--- src/rtl/hdr_pkg.sv ---
// Shared constants and types for the camera-to-RAM capture path.
package hdr_pkg;

  localparam int PIXEL_W      = 16;
  localparam int WORD_W       = 128;
  localparam int PIX_PER_WORD = WORD_W / PIXEL_W;
  localparam int ADDR_W       = 27;
  localparam int FRAME_PIXELS = 307200;

  // Distance between frame slots in RAM, in 16-bit pixel units (640x480).
  localparam logic [ADDR_W-1:0] FRAME_BASE_STRIDE = 27'h4B000;

  typedef enum logic [1:0] {
    IDLE   = 2'd0,
    ACTIVE = 2'd1,
    FLUSH  = 2'd2
  } wb_state_e;

  // RAM base address of a frame slot.
  function automatic logic [ADDR_W-1:0] slot_base(input logic [2:0] slot);
    return ADDR_W'(slot) * FRAME_BASE_STRIDE;
  endfunction

endpackage

--- src/rtl/wr_word_fifo.sv ---
// First-word fall-through FIFO holding packed words ahead of the RAM port.
// full/empty are registered so wr_req comes straight from a flop.
module wr_word_fifo #(
  parameter int DEPTH = 16,
  parameter int WIDTH = 128
) (
  input  logic             clk,
  input  logic             rst_n,
  input  logic             push,
  input  logic [WIDTH-1:0] push_data,
  input  logic             pop,
  output logic [WIDTH-1:0] head,
  output logic             full,
  output logic             empty
);

  localparam int AW = $clog2(DEPTH);
  localparam int PW = AW + 1;

  logic [WIDTH-1:0] mem [DEPTH];
  logic [PW-1:0]    wr_ptr, rd_ptr, wr_nxt, rd_nxt;
  logic             do_push, do_pop;

  // A push while full is accepted only when the head leaves the same cycle.
  assign do_pop  = pop & ~empty;
  assign do_push = push & (~full | do_pop);
  assign wr_nxt  = wr_ptr + PW'(do_push);
  assign rd_nxt  = rd_ptr + PW'(do_pop);
  assign head    = mem[rd_ptr[AW-1:0]];

  // Storage array; contents are don't-care while empty, so no reset.
  always_ff @(posedge clk) begin
    if (do_push) mem[wr_ptr[AW-1:0]] <= push_data;
  end

  // Pointers and registered occupancy flags.
  always_ff @(posedge clk or negedge rst_n) begin
    if (!rst_n) begin
      wr_ptr <= '0;
      rd_ptr <= '0;
      empty  <= 1'b1;
      full   <= 1'b0;
    end else begin
      wr_ptr <= wr_nxt;
      rd_ptr <= rd_nxt;
      empty  <= (wr_nxt == rd_nxt);
      full   <= (wr_nxt[AW] != rd_nxt[AW]) && (wr_nxt[AW-1:0] == rd_nxt[AW-1:0]);
    end
  end

endmodule

--- src/rtl/cam_write_buffer.sv ---
// Packs RGB565 pixels eight to a 128-bit word, queues them, and writes them
// to consecutive RAM addresses of the selected frame slot.
module cam_write_buffer
  import hdr_pkg::*;
#(
  parameter int FIFO_DEPTH   = 16,
  parameter int FRAME_PIXELS = hdr_pkg::FRAME_PIXELS
) (
  input  logic              clk,
  input  logic              ui_rst_n,
  input  logic              start_frame,
  input  logic [2:0]        frame_slot,
  input  logic              pixel_valid,
  input  logic [PIXEL_W-1:0] pixel_data,
  input  logic              wr_ack,
  output logic              wr_req,
  output logic [ADDR_W-1:0] wr_address,
  output logic [WORD_W-1:0] wr_data,
  output logic              busy,
  output logic              frame_done,
  output logic              overflow
);

  localparam int FRAME_WORDS = FRAME_PIXELS / PIX_PER_WORD;
  localparam int CW          = $clog2(FRAME_WORDS + 1);
  localparam int LANE_BITS   = $clog2(PIX_PER_WORD);

  wb_state_e         state;
  logic [18:0]       pix_cnt;
  logic [WORD_W-1:0] pack_word;
  logic              push_vld;
  logic [CW-1:0]     done_cnt, done_nxt;
  logic              fifo_full, fifo_empty;
  logic [WORD_W-1:0] fifo_head;
  logic              pop, drop, pix_acc, last_pix, last_word;

  assign wr_req    = ~fifo_empty;
  assign wr_data   = wr_req ? fifo_head : '0;
  assign pop       = wr_req & wr_ack;
  assign drop      = push_vld & fifo_full & ~pop;
  assign pix_acc   = (state == ACTIVE) & pixel_valid;
  assign last_pix  = (pix_cnt == 19'(FRAME_PIXELS - 1));
  // Dropped words count toward completion so FLUSH always terminates.
  assign done_nxt  = done_cnt + CW'(pop) + CW'(drop);
  assign last_word = (state == FLUSH) & pop & (done_nxt == CW'(FRAME_WORDS));

  wr_word_fifo #(
    .DEPTH (FIFO_DEPTH),
    .WIDTH (WORD_W)
  ) u_fifo (
    .clk       (clk),
    .rst_n     (ui_rst_n),
    .push      (push_vld),
    .push_data (pack_word),
    .pop       (pop),
    .head      (fifo_head),
    .full      (fifo_full),
    .empty     (fifo_empty)
  );

  // Capture FSM with packer, address and completion bookkeeping.
  always_ff @(posedge clk or negedge ui_rst_n) begin
    if (!ui_rst_n) begin
      state      <= IDLE;
      pix_cnt    <= '0;
      pack_word  <= '0;
      push_vld   <= 1'b0;
      done_cnt   <= '0;
      wr_address <= '0;
      busy       <= 1'b0;
      frame_done <= 1'b0;
      overflow   <= 1'b0;
    end else begin
      frame_done <= 1'b0;
      push_vld   <= 1'b0;
      if (pop) wr_address <= wr_address + 27'd8;
      case (state)
        IDLE: begin
          if (start_frame) begin
            state      <= ACTIVE;
            busy       <= 1'b1;
            wr_address <= slot_base(frame_slot);
            pix_cnt    <= '0;
            pack_word  <= '0;
            done_cnt   <= '0;
            overflow   <= 1'b0;
          end
        end
        ACTIVE, FLUSH: begin
          done_cnt <= done_nxt;
          if (drop) overflow <= 1'b1;
          if (pix_acc) begin
            pack_word[pix_cnt[LANE_BITS-1:0]*PIXEL_W +: PIXEL_W] <= pixel_data;
            pix_cnt <= pix_cnt + 19'd1;
            // Word complete: hand it to the FIFO next cycle, while lane 0
            // of the following word may already overwrite the packer.
            if (&pix_cnt[LANE_BITS-1:0]) push_vld <= 1'b1;
            if (last_pix) state <= FLUSH;
          end
          if (last_word) begin
            frame_done <= 1'b1;
            busy       <= 1'b0;
            state      <= IDLE;
          end
        end
        default: state <= IDLE;
      endcase
    end
  end

endmodule

--- config.mk ---
export PLATFORM = sky130hd
export DESIGN_NAME = cam_write_buffer
export DESIGN_NICKNAME = d
export VERILOG_FILES = /design/src/rtl/hdr_pkg.sv /design/src/rtl/wr_word_fifo.sv /design/src/rtl/cam_write_buffer.sv
export SDC_FILE = /design/constraint.sdc
export NUM_CORES = 2
export LEC_CHECK = 0
export CAP_MARGIN = 10
export CORE_MARGIN = 2
export CORE_UTILIZATION = 34
export CTS_BUF_LIST = sky130_fd_sc_hd__clkbuf_4 sky130_fd_sc_hd__clkbuf_8
export DETAILED_ROUTE_END_ITERATION = 12
export DONT_BUFFER_PORTS = 1
export PLACE_DENSITY_LB_ADDON = 0.3
export SYNTH_ARGS = -nofsm -noshare
export SYNTH_HDL_FRONTEND = slang
export SYNTH_SLANG_ARGS = --single-unit
--- constraint.sdc ---
create_clock -name clk -period 11.45 [get_ports clk]
set_clock_uncertainty 0.05 [all_clocks]
set_input_delay 3.435 -clock clk [delete_from_list [all_inputs] [get_ports clk]]
set_output_delay 3.435 -clock clk [all_outputs]
set_load 0.005 [all_outputs]
==> flow_summary.html <==
<table>
<tr><th>Metric</th><th>Value</th></tr>
<tr><th colspan="2">Logic synthesis</th></tr>
<tr><td>Yosys Warn Count</td><td>0</td></tr>
<tr><td>FF+latch count, synth</td><td>between 2k and 2.5k</td></tr>
<tr><td>Post-synth cell types</td><td>66</td></tr>
<tr><td>Number of enable flip-flop cells after synthesis</td><td>2048</td></tr>
<tr><td>Mean instance size in the synthesized netlist</td><td>about 23 um2</td></tr>
<tr><td>Synth Instances</td><td>approximately 3.8k</td></tr>
<tr><td>Most instantiated flip-flop cell in the synthesis netlist</td><td>edfxtp_1</td></tr>
<tr><td>Summed instance area of the synthesized netlist</td><td>86600 um2</td></tr>
<tr><td>Async set-reset flop share out of synthesis</td><td>9.10%</td></tr>
<tr><td>Sequential element share of the synthesized area</td><td>76.9%</td></tr>
<tr><th colspan="2">Worst setup path</th></tr>
<tr><td>R2R depth</td><td>7</td></tr>
<tr><td>Cell chain of the critical path</td><td>buf_4, buf_4, mux4_2, mux4_2, and2_1</td></tr>
<tr><td>Critical path startpoint category</td><td>flip-flop</td></tr>
<tr><td>Maximum fanout along the worst path</td><td>56</td></tr>
<tr><td>Reg2Reg Setup Slack</td><td>6610 ps</td></tr>
<tr><td>Slowest cell on the critical path</td><td>dfrtp_4</td></tr>
<tr><td>Cell class contributing the biggest share of worst-path delay</td><td>buffers and inverters</td></tr>
<tr><td>Worst path bufs/invs</td><td>2</td></tr>
<tr><td>Endpoint type of the worst setup path</td><td>output pin</td></tr>
<tr><td>Largest incremental delay on the critical path</td><td>1020 ps</td></tr>
<tr><td>Required @ worst endpoint</td><td>7970 ps</td></tr>
<tr><td>Crit Path Class</td><td>reg -&gt; out</td></tr>
<tr><td>Worst reg2reg path endpoint</td><td>u_fifo.mem[5][46]$_DFFE_PP_</td></tr>
<tr><td>Reg-to-reg critical path startpoint</td><td>u_fifo.empty$_DFF_PN1_</td></tr>
<tr><td>Arrival time at the worst endpoint</td><td>4660 ps</td></tr>
<tr><th colspan="2">Place</th></tr>
<tr><td>Port bufs</td><td>0</td></tr>
<tr><td>Dpl cells</td><td>~7.0k</td></tr>
<tr><td>Total half-perimeter wirelength after legalization and detailed placement</td><td>approximately 110000 um</td></tr>
<tr><td>Routability Congestion</td><td>about 0.72</td></tr>
<tr><th colspan="2">Min path</th></tr>
<tr><td>Hold Path Sink</td><td>u_fifo.wr_ptr[4]$_DFF_PN0_</td></tr>
<tr><td>Hold Path Class</td><td>reg -&gt; reg</td></tr>
<tr><td>Startpoint of the tightest hold check path</td><td>u_fifo.wr_ptr[4]$_DFF_PN0_</td></tr>
<tr><td>Cell depth of the worst min-delay path</td><td>2</td></tr>
<tr><th colspan="2">CTS</th></tr>
<tr><td>Clock insertion delay at the later pin of the skew report</td><td>1010 ps</td></tr>
<tr><td>Count of hold buffers inserted by post-cts repair</td><td>0</td></tr>
<tr><td>Number of post-CTS setup repair buffers</td><td>0</td></tr>
<tr><td>Clock tree from TritonCTS</td><td>built</td></tr>
<tr><td>Library cell used as clock root buffer</td><td>clkbuf_8</td></tr>
<tr><td>H-tree Lvls</td><td>5</td></tr>
<tr><td>Num CTS Buffers</td><td>between 300 and 400</td></tr>
<tr><td>Number of sinks handled by clock tree synthesis</td><td>2253</td></tr>
<tr><td>Clock slew seen by the registers of the worst setup and hold paths</td><td>60 ps</td></tr>
<tr><td>Bufs on Longest Clock Path</td><td>4</td></tr>
<tr><td>Gates resized, CTS repair</td><td>0</td></tr>
<tr><th colspan="2">Detailed routing</th></tr>
<tr><td>Vias after detailed routing</td><td>40.7k</td></tr>
<tr><td>TritonRoute pass-1 iters</td><td>5</td></tr>
<tr><td>Remaining antenna violation count</td><td>0</td></tr>
<tr><td>Wire length per cell</td><td>roughly 29 um</td></tr>
<tr><td>WL final</td><td>222000 um</td></tr>
<tr><td>1st-iter DRT viols</td><td>4302</td></tr>
<tr><td>Drt via density</td><td>around 5.3</td></tr>
<tr><td>Number of DRC violations after detailed routing</td><td>0</td></tr>
<tr><th colspan="2">Global routing</th></tr>
<tr><td>Wire length of the first global-routing pass</td><td>roughly 310000 um</td></tr>
<tr><td>Via count of the first global-routing pass</td><td>42.6k</td></tr>
<tr><td>Met2 GRT Util</td><td>26.8%</td></tr>
<tr><td>Met3 demand-to-capacity share in global routing</td><td>4.20%</td></tr>
<tr><td>Most used routing layer</td><td>met2</td></tr>
<tr><td>GR Util All Layers</td><td>17.0%</td></tr>
<tr><td>Total congestion overflow after global routing</td><td>0</td></tr>
<tr><td>Number of antenna violations at the first check in global routing</td><td>19</td></tr>
<tr><td>Largest net degree at the start of global routing</td><td>206</td></tr>
<tr><td>Met1 Resource Use GR</td><td>23.1%</td></tr>
<tr><th colspan="2">Run status</th></tr>
<tr><td>Run status</td><td>complete, no violations</td></tr>
<tr><th colspan="2">Power</th></tr>
<tr><td>Total power per unit cell area</td><td>between 200 and 250 nW/um2</td></tr>
<tr><td>Static leakage</td><td>approximately 33 nW</td></tr>
<tr><td>Peak VDD IR</td><td>between 0.2 and 0.25 mV</td></tr>
<tr><td>Overall Power</td><td>20.0 mW</td></tr>
<tr><th colspan="2">Floorplanning</th></tr>
<tr><td>Initial Util</td><td>34.2%</td></tr>
<tr><td>Die height</td><td>509 um</td></tr>
<tr><td>Die footprint</td><td>259000 um2</td></tr>
<tr><td>Core Area</td><td>254000 um2</td></tr>
<tr><td>Die X</td><td>509 um</td></tr>
<tr><td># rows</td><td>between 150 and 200</td></tr>
<tr><td>Number of I/O pins</td><td>roughly 180</td></tr>
<tr><th colspan="2">Timing</th></tr>
<tr><td>Final number of hold-violating endpoints</td><td>0</td></tr>
<tr><td>Setup tns final</td><td>0 ps</td></tr>
<tr><td>Min cycle time layout</td><td>between 8000 and 9000 ps</td></tr>
<tr><td>Final Max Tran Viols</td><td>0</td></tr>
<tr><td>Normalized max-slew margin</td><td>21.5%</td></tr>
<tr><td>Timing-limited maximum frequency</td><td>123 MHz</td></tr>
<tr><td>Final cycle utilization of the critical path</td><td>between 70% and 80%</td></tr>
<tr><td>Unrepaired setup endpoints after global routing</td><td>false</td></tr>
<tr><td>Setup violations, final</td><td>0</td></tr>
<tr><td>Slew @ Worst Pin</td><td>1170 ps</td></tr>
<tr><th colspan="2">Run</th></tr>
<tr><td># Max-Cap Violations</td><td>0</td></tr>
<tr><th colspan="2">Layout</th></tr>
<tr><td>Fraction of layout cells with a size suffix above 1</td><td>around a third</td></tr>
<tr><td>Count of nets after finishing</td><td>4093</td></tr>
<tr><td>Area delta synth-&gt;final</td><td>13.8%</td></tr>
<tr><td>Count of placed standard cells in the final layout, fillers left out</td><td>7734</td></tr>
</table>
## registers in the layout, indices dropped and copies added (netlist names)
name and cells:
pack_word 128, u_fifo.empty 1, u_fifo.mem 2048, u_fifo.wr_ptr 5
pix_cnt 19, push_vld 1, done_cnt 16, wr_address 24
u_fifo.rd_ptr 5, frame_done 1, overflow 1, state 2
busy 1, u_fifo.full 1
## power breakdown
part	switching, mW	leakage, nW	internal (mW)
Combinational	2.00	5.91	1.52
Clock	3.13	4.08	4.00
Sequential	0.305	23.4	9.04
## through the flow
step / hold WS, ps / instance area (um2) / setup slack (ps) / util (%)
after CTS: 467 / 98500 / 3160 / 38.8
after global routing: 485 / 98600 / 3030 / 38.8
after floorplan: 427 / 86700 / 1020 / -
final: 464 / 98600 / 3310 / 38.9
after global placement: 442 / 90900 / 4220 / 35.8
after detailed placement: 453 / 90900 / 4250 / 35.8
## per-layer routing
metal	vias up	part of all wire [%]
li1	16600	-
met1	22200	42
met2	1531	48
met3	362	7.6
met4	0	2.5
met5	-	0
## cell usage after synthesis, types with 2 or more instances
master / count / area share, %
edfxtp_1: 2048 / 71
mux4_2: 640 / 17
dfrtp_1: 204 / 5.9
and2_1: 132 / 0.95
a22o_1: 130 / 1.3
clkbuf_1: 108 / 0.47
nand2_1: 68 / 0.29
nor2_1: 66 / 0.29
buf_2: 61 / 0.35
o21ai_0: 40 / 0.23
buf_1: 39 / 0.17
nand3_1: 35 / 0.20
xor2_1: 35 / 0.35
ha_1: 21 / 0.30
xnor2_1: 19 / 0.19
nor3_1: 17 / 0.098
a21oi_1: 16 / 0.092
inv_1: 15 / 0.065
nand4_1: 15 / 0.11
and3_1: 11 / 0.079
mux2i_1: 8 / 0.092
nand2b_1: 8 / 0.058
buf_4: 7 / 0.061
a21o_1: 6 / 0.052
or3_1: 6 / 0.043
nor4_1: 4 / 0.029
clkbuf_8: 3 / 0.048
nand3b_1: 3 / 0.026
nor2b_1: 3 / 0.022
and3_2: 2 / 0.017
and4_1: 2 / 0.020
o21ai_1: 2 / 0.012
o21bai_1: 2 / 0.017
o31ai_1: 2 / 0.017
or3b_2: 2 / 0.020
or4_1: 2 / 0.017
## worst max-delay path by stage
stage | from | to | slack, ps | depth (start not counted)
floorplan | wr_ack | u_fifo.mem[4][0]$_DFFE_PP_ | 1020 | 4
global placement | wr_ack | u_fifo.mem[1][73]$_DFFE_PP_ | 4220 | 6
CTS | u_fifo.rd_ptr[1]$_DFF_PN0_ | wr_data[106] | 3160 | 5
global route | u_fifo.rd_ptr[0]$_DFF_PN0_ | wr_data[17] | 3030 | 5
detailed placement | wr_ack | u_fifo.mem[5][49]$_DFFE_PP_ | 4250 | 6
finish | u_fifo.rd_ptr[1]$_DFF_PN0_ | wr_data[106] | 3310 | 5
## tightest hold or removal path, stage by stage, from the launching register on
cell and delay [ps]:
dfrtp_1 330, xor2_1 100, inv_1 50
## cell families after synthesis
logic type | count (synthesis) | synth area share, %
AND/OR/NAND/NOR | 387 | 2.43
AO/OA/AOI/OAI | 212 | 1.88
adder cells (fa/ha/maj) | 22 | 0.326
buffers and inverters | 235 | 1.17
XOR/XNOR | 54 | 0.546
other | 1 | 0.00433
flip-flops | 2253 | 76.9
multiplexers | 648 | 16.7
## placed cells by master, fill, tap and decap left out, types with 11 or more instances in the layout
master    count
a21oi_1      15
a22o_1      130
and2_1      132
and3_1       11
buf_12       22
buf_4        51
clkbuf_4    156
clkbuf_8    427
clkinv_1     46
clkinv_2     35
dfrtp_1     200
diode_2      23
edfxtp_1   2048
ha_1         21
inv_1        14
mux4_2      640
nand2_1      68
nand3_1      35
nand4_1      15
nor2_1       54
nor2_4       12
o21ai_0      40
xnor2_1      19
xor2_1       35
## final cells by class
class                      instances  area, um2
fill                           22700     155000
sequential                      2253      66600
multi-input combinational       1326      19200
clock buffer                     583       7050
tap                             3366       4210
timing repair buffer              73        823
clock inverter                    94        552
inverter                          16       65.1
antenna                           23       57.6
No activity file was read; power rests on OpenSTA's default activity.
